==> config.mk <==
export PLATFORM = sky130hd
export DESIGN_NAME = game_sequencer
export DESIGN_NICKNAME = d
export VERILOG_FILES = /design/src/rtl/game_sequencer.sv
export SDC_FILE = /design/constraint.sdc
export NUM_CORES = 1
export LEC_CHECK = 0
export BUFFER_PORTS_ARGS = -buffer_cell sky130_fd_sc_hd__buf_2
export CAP_MARGIN = 5
export CORE_UTILIZATION = 35
export CTS_CLUSTER_DIAMETER = 30
export DETAILED_ROUTE_END_ITERATION = 7
export SYNTH_ARGS = -nofsm -noshare
export SYNTH_HDL_FRONTEND = slang
export SYNTH_SLANG_ARGS = --single-unit
==> constraint.sdc <==
create_clock -name clk -period 4.1 [get_ports clk]
set_input_delay 0.205 -clock clk [delete_from_list [all_inputs] [get_ports clk]]
set_output_delay 0.205 -clock clk [all_outputs]
set_load 0.005 [all_outputs]
==> src/rtl/game_sequencer.sv <==
// Phase controller for the snake game: paces moves from VGA frames, handshakes
// with the snake and apple logic, and tracks pause, score, speed-up and game end.
module game_sequencer #(
  parameter int TICK_FRAMES_MAX = 15,
  parameter int TICK_FRAMES_MIN = 3,
  parameter int SPEEDUP_EVERY   = 4,
  parameter int WATCHDOG_CYCLES = 255
) (
  input  logic       clk,
  input  logic       rst_n,
  input  logic       i_restart,
  input  logic       i_start,
  input  logic       i_pause,
  input  logic       i_vsync_pulse,
  input  logic       i_tick_done,
  input  logic       i_eat,
  input  logic       i_apple_ready,
  input  logic       i_failure,
  input  logic       i_success,
  output logic       o_tick,
  output logic [2:0] o_state,
  output logic       o_running,
  output logic [3:0] o_frames_per_tick,
  output logic [7:0] o_score,
  output logic       o_error
);

  localparam logic [2:0] ST_IDLE     = 3'd0;
  localparam logic [2:0] ST_RUN_WAIT = 3'd1;
  localparam logic [2:0] ST_MOVE     = 3'd2;
  localparam logic [2:0] ST_PLACE    = 3'd3;
  localparam logic [2:0] ST_PAUSED   = 3'd4;
  localparam logic [2:0] ST_LOST     = 3'd5;
  localparam logic [2:0] ST_WON      = 3'd6;

  localparam logic [3:0] FPT_MAX         = 4'(TICK_FRAMES_MAX);
  localparam logic [3:0] FPT_MIN         = 4'(TICK_FRAMES_MIN);
  localparam logic [3:0] APPLES_PER_STEP = 4'(SPEEDUP_EVERY);
  localparam logic [7:0] WD_LAST         = 8'(WATCHDOG_CYCLES - 1);

  logic [2:0] state_reg, state_next;
  logic [3:0] frame_cnt_reg, frame_cnt_next;
  logic [3:0] apple_cnt_reg, apple_cnt_next;
  logic [3:0] fpt_reg, fpt_next;
  logic [7:0] wd_cnt_reg, wd_cnt_next;
  logic [7:0] score_reg, score_next;
  logic       eat_latch_reg, eat_latch_next;
  logic       tick_reg, tick_next;
  logic       error_reg, error_next;

  logic [3:0] frame_inc;
  logic [3:0] apple_inc;
  logic       eaten;

  always_comb begin
    state_next     = state_reg;
    frame_cnt_next = frame_cnt_reg;
    apple_cnt_next = apple_cnt_reg;
    fpt_next       = fpt_reg;
    wd_cnt_next    = wd_cnt_reg;
    score_next     = score_reg;
    eat_latch_next = eat_latch_reg;
    tick_next      = 1'b0;
    error_next     = error_reg;

    // Including this cycle's vsync lets the tick fire the cycle after the last frame.
    frame_inc = (i_vsync_pulse && (frame_cnt_reg < fpt_reg)) ? frame_cnt_reg + 4'd1
                                                              : frame_cnt_reg;
    apple_inc = apple_cnt_reg + 4'd1;
    eaten     = eat_latch_reg | i_eat;

    case (state_reg)
      ST_IDLE: begin
        if (i_start) begin
          state_next     = ST_RUN_WAIT;
          frame_cnt_next = 4'd0;
        end
      end
      ST_RUN_WAIT: begin
        if (i_pause) begin
          state_next = ST_PAUSED;
        end else if ((frame_inc >= fpt_reg) && i_apple_ready) begin
          state_next     = ST_MOVE;
          tick_next      = 1'b1;
          frame_cnt_next = 4'd0;
          wd_cnt_next    = 8'd0;
          eat_latch_next = 1'b0;
        end else begin
          frame_cnt_next = frame_inc;
        end
      end
      ST_PAUSED: begin
        if (!i_pause) state_next = ST_RUN_WAIT;
      end
      ST_MOVE: begin
        eat_latch_next = eaten;
        if (i_tick_done) begin
          eat_latch_next = 1'b0;
          if (i_failure)      state_next = ST_LOST;
          else if (i_success) state_next = ST_WON;
          else if (eaten)     state_next = ST_PLACE;
          else                state_next = ST_RUN_WAIT;
          if (eaten) begin
            if (score_reg != 8'hFF) score_next = score_reg + 8'd1;
            if (apple_inc == APPLES_PER_STEP) begin
              apple_cnt_next = 4'd0;
              if (fpt_reg > FPT_MIN) fpt_next = fpt_reg - 4'd1;
            end else begin
              apple_cnt_next = apple_inc;
            end
          end
        end else if (wd_cnt_reg == WD_LAST) begin
          error_next = 1'b1;
          state_next = ST_LOST;
        end else begin
          wd_cnt_next = wd_cnt_reg + 8'd1;
        end
      end
      ST_PLACE: begin
        if (i_apple_ready) state_next = ST_RUN_WAIT;
      end
      ST_LOST, ST_WON: begin
        state_next = state_reg;
      end
      default: state_next = ST_IDLE;
    endcase
  end

  always_ff @(posedge clk) begin
    if (!rst_n || i_restart) begin
      state_reg     <= ST_IDLE;
      frame_cnt_reg <= 4'd0;
      apple_cnt_reg <= 4'd0;
      fpt_reg       <= FPT_MAX;
      wd_cnt_reg    <= 8'd0;
      score_reg     <= 8'd0;
      eat_latch_reg <= 1'b0;
      tick_reg      <= 1'b0;
      error_reg     <= 1'b0;
    end else begin
      state_reg     <= state_next;
      frame_cnt_reg <= frame_cnt_next;
      apple_cnt_reg <= apple_cnt_next;
      fpt_reg       <= fpt_next;
      wd_cnt_reg    <= wd_cnt_next;
      score_reg     <= score_next;
      eat_latch_reg <= eat_latch_next;
      tick_reg      <= tick_next;
      error_reg     <= error_next;
    end
  end

  assign o_tick            = tick_reg;
  assign o_state           = state_reg;
  assign o_running         = (state_reg == ST_RUN_WAIT) || (state_reg == ST_MOVE) ||
                             (state_reg == ST_PLACE);
  assign o_frames_per_tick = fpt_reg;
  assign o_score           = score_reg;
  assign o_error           = error_reg;

endmodule

==> out/metrics.csv <==
stage,metric,value,unit
layout,Final nets,307,
grt,total grt overflow,0,
min_path,worst hold path type,in2reg,
clock_tree,CTS-repair resized insts,0,
grt,global-route wire length before repair,8380,µm
clock_tree,CTS Sinks,34,
placed_design,gp weighted congestion,0.797,
logic_synthesis,"FFs w/ async S/R, synth",0,%
timing,RSZ-0062 raised after global routing,false,
power,sw frac,26.2,%
setup_path,CP startpoint kind,register,
setup_path,CP endpoint kind,register,
clock_tree,"Reg clk slew, reported paths",0.07,ns
timing,Sum Neg Setup Slack,0,ns
floorplanning,Die ar.,6350,µm²
logic_synthesis,leading area contributor after synthesis,dfxtp_1,
power,clock network power share,41.2,%
layout,area growth from synthesis to layout,14.6,%
logic_synthesis,YS warnings,0,
timing,fin crit period,3.36,ns
logic_synthesis,post-synthesis sequential area ratio,32.2,%
floorplanning,core area,5680,µm²
clock_tree,hold buffer count at cts,0,
power,internal cell power,560,µW
setup_path,Worst Path Arrival,3.50,ns
timing,Final setup viols,0,
logic_synthesis,Post-Syn Instances,255,
power,worst vdd ir,0.000187,V
setup_path,worst-path fanout max,8,
timing,Fin Clk Skew,0.00881,ns
floorplanning,chip width,79.7,µm
layout,share of layout cells above drive strength 1,17.7,%
timing,Slew Limit Fails,0,
placed_design,"worst slack, placed",0.754,ns
logic_synthesis,Synth top cells by count,"dfxtp_1, nand2_1, nor2_1, a21oi_1, ha_1",
setup_path,critical path's top delay family,compound AO/OA/AOI/OAI gates,
timing,Slew headroom,68.8,%
clock_tree,CTS tree,built,
grt,initial antenna violation count,0,
clock_tree,Clock Path Buffers,2,
detailed_routing,drt drc,0,
detailed_routing,Avg WL per Cell,13.7,µm
grt,number of global-route vias before repair,1767,
timing,worst-margin pin slew,0.468,ns
timing,Final Cycle Share,81.9,%
clock_tree,H-tree depth,2,
floorplanning,Cell Rows,27,
clock_tree,CTS buffer count,5,
detailed_routing,drt total wl,4850,µm
power,Logic pwr share,12.5,%
placed_design,DP Wirelength,3460,µm
power,Pleak,0.921,nW
clock_tree,CTS root buffer,clkbuf_8,
detailed_routing,vias per inst,5.45,
power,PnR Total Power,759,µW
power,Net Sw Power,199,µW
layout,Final Instance Count excl. Fillers,355,
placed_design,placed cells,347,
floorplanning,Die Span Y,79.7,µm
setup_path,worst path bufs/invs,1,
setup_path,cells along the critical path,"inv_1, ha_1, or2_2, a21oi_1, or2_2, nand2_1, xnor2_1, ha_1, o211ai_1, o21ai_0, nand2_1, a22oi_2, a311oi_1",
timing,Final Hold Viols,0,
setup_path,Crit path largest cell delay,0.46,ns
setup_path,crit path max-delay cell type,a22oi_2,
setup_path,worst setup path class,reg2reg,
placed_design,Placed Area,2310,µm²
layout,design area,2420,µm²
power,pwr/cell area,314,nW/µm²
setup_path,worst path required time,4.25,ns
detailed_routing,initial DRC count,100,
logic_synthesis,ys flop type,dfxtp_1,
status,status,completed,
grt,GRT Total Usage,16.7,%
placed_design,Port Buffer Count,28,
floorplanning,IO Count,29,
detailed_routing,Post-DRT Antenna Nets,0,
logic_synthesis,syn avg cell area,8.28,µm²
detailed_routing,Pre-antenna DRT Iters,4,
logic_synthesis,Post-synth EDFFs,0,
clock_tree,Worst-Skew Late Latency,0.29,ns
logic_synthesis,cell with the most instances after synthesis,dfxtp_1,
logic_synthesis,Mapped Area,2110,µm²
layout,# diodes,0,
layout,Final Core Density,42.6,%
detailed_routing,Vias,1935,
logic_synthesis,synth top area cells,"dfxtp_1, ha_1, nand2_1",
timing,WHS,0.275,ns
run,max-cap violation count,0,
floorplanning,Initial Util,37.2,%
clock_tree,setup repair bufs after CTS,0,
logic_synthesis,synth unique cells,52,
logic_synthesis,top-area cell type share of the netlist area,32.2,%
logic_synthesis,syn_nets,280,
grt,largest net degree at the start of global routing,25,
logic_synthesis,"flops & latches, synth",34,
timing,fmax,0.298,GHz
power,sequential share of power,46.3,%
timing,final setup margin,0.743,ns
## power groups by stage
stage | Combinational [mW] | Clock [mW] | Sequential (mW)
2_1_floorplan | 0.0769 | 0 | 0.350
3_3_place_gp | 0.0921 | 0 | 0.359
3_5_place_dp | 0.0943 | 0 | 0.360
4_1_cts | 0.0947 | 0.325 | 0.352
5_1_grt | 0.106 | 0.342 | 0.354
6_report | 0.0945 | 0.313 | 0.352
## cells by family after synthesis
family | synth area share, %
flops | 32.2
fa+ha+maj | 8.29
buf+inv | 4.03
mux | 0.474
compound gates | 23.0
xor+xnor | 4.15
simple gates | 27.8
## final cells by class
type	count	area (µm²)
clock buffers	5	68.8
clock inverters	3	45.0
fillers	584	3260
inverters	9	33.8
multi-input cells	202	1350
flip-flops and latches	34	681
well taps	72	90.1
repair buffers	30	155
## path summary, 6_finish.rpt
check	slack [ns]	from	cells past startpoint	to
worst max register to register	0.74	o_frames_per_tick[2]	13	wd_cnt_reg[3]
worst min-delay path	0.27	i_eat	3	eat_latch_reg
worst max-delay path	0.74	o_frames_per_tick[2]	13	wd_cnt_reg[3]
worst min register to register	0.48	wd_cnt_reg[7]	1	wd_cnt_reg[7]
## tightest hold or removal path: stages
cell and delay, ns:
buf_2 0.12, a31oi_1 0.13, a311oi_1 0.06
## layer usage
layer	global-route usage, %	up-vias	wire length (µm)
met1	23.5	898	2590
li1	-	996	-
met3	3.66	4	191
met2	25.2	37	2030
met4	4.91	0	40
met5	0	-	0
## cell usage in the layout, fill, tap and decap left out, types with 2 or more instances in the layout
master,Yosys,layout
a41oi_1,2,2
and4_1,3,3
and3_1,2,2
clkinvlp_4,0,2
o32ai_1,2,2
inv_1,9,9
xnor2_1,8,8
a311oi_1,3,3
a31o_2,2,2
o21a_1,2,2
or3_1,5,5
o31ai_1,3,3
clkbuf_8,0,5
ha_1,14,14
nand4_1,4,4
xor2_1,2,2
o211ai_1,4,4
a21oi_1,17,17
nand3b_1,2,2
o21ai_0,13,13
nor2_1,18,18
nor3b_1,4,4
dfxtp_1,34,34
buf_2,2,28
nand2_1,31,31
or2_2,2,2
buf_4,3,2
nand2b_1,5,5
nor3_1,10,10
nor4_1,2,2
nand3_1,11,11
a31oi_1,10,10
Note: power is estimated with default switching activity, not from simulation.
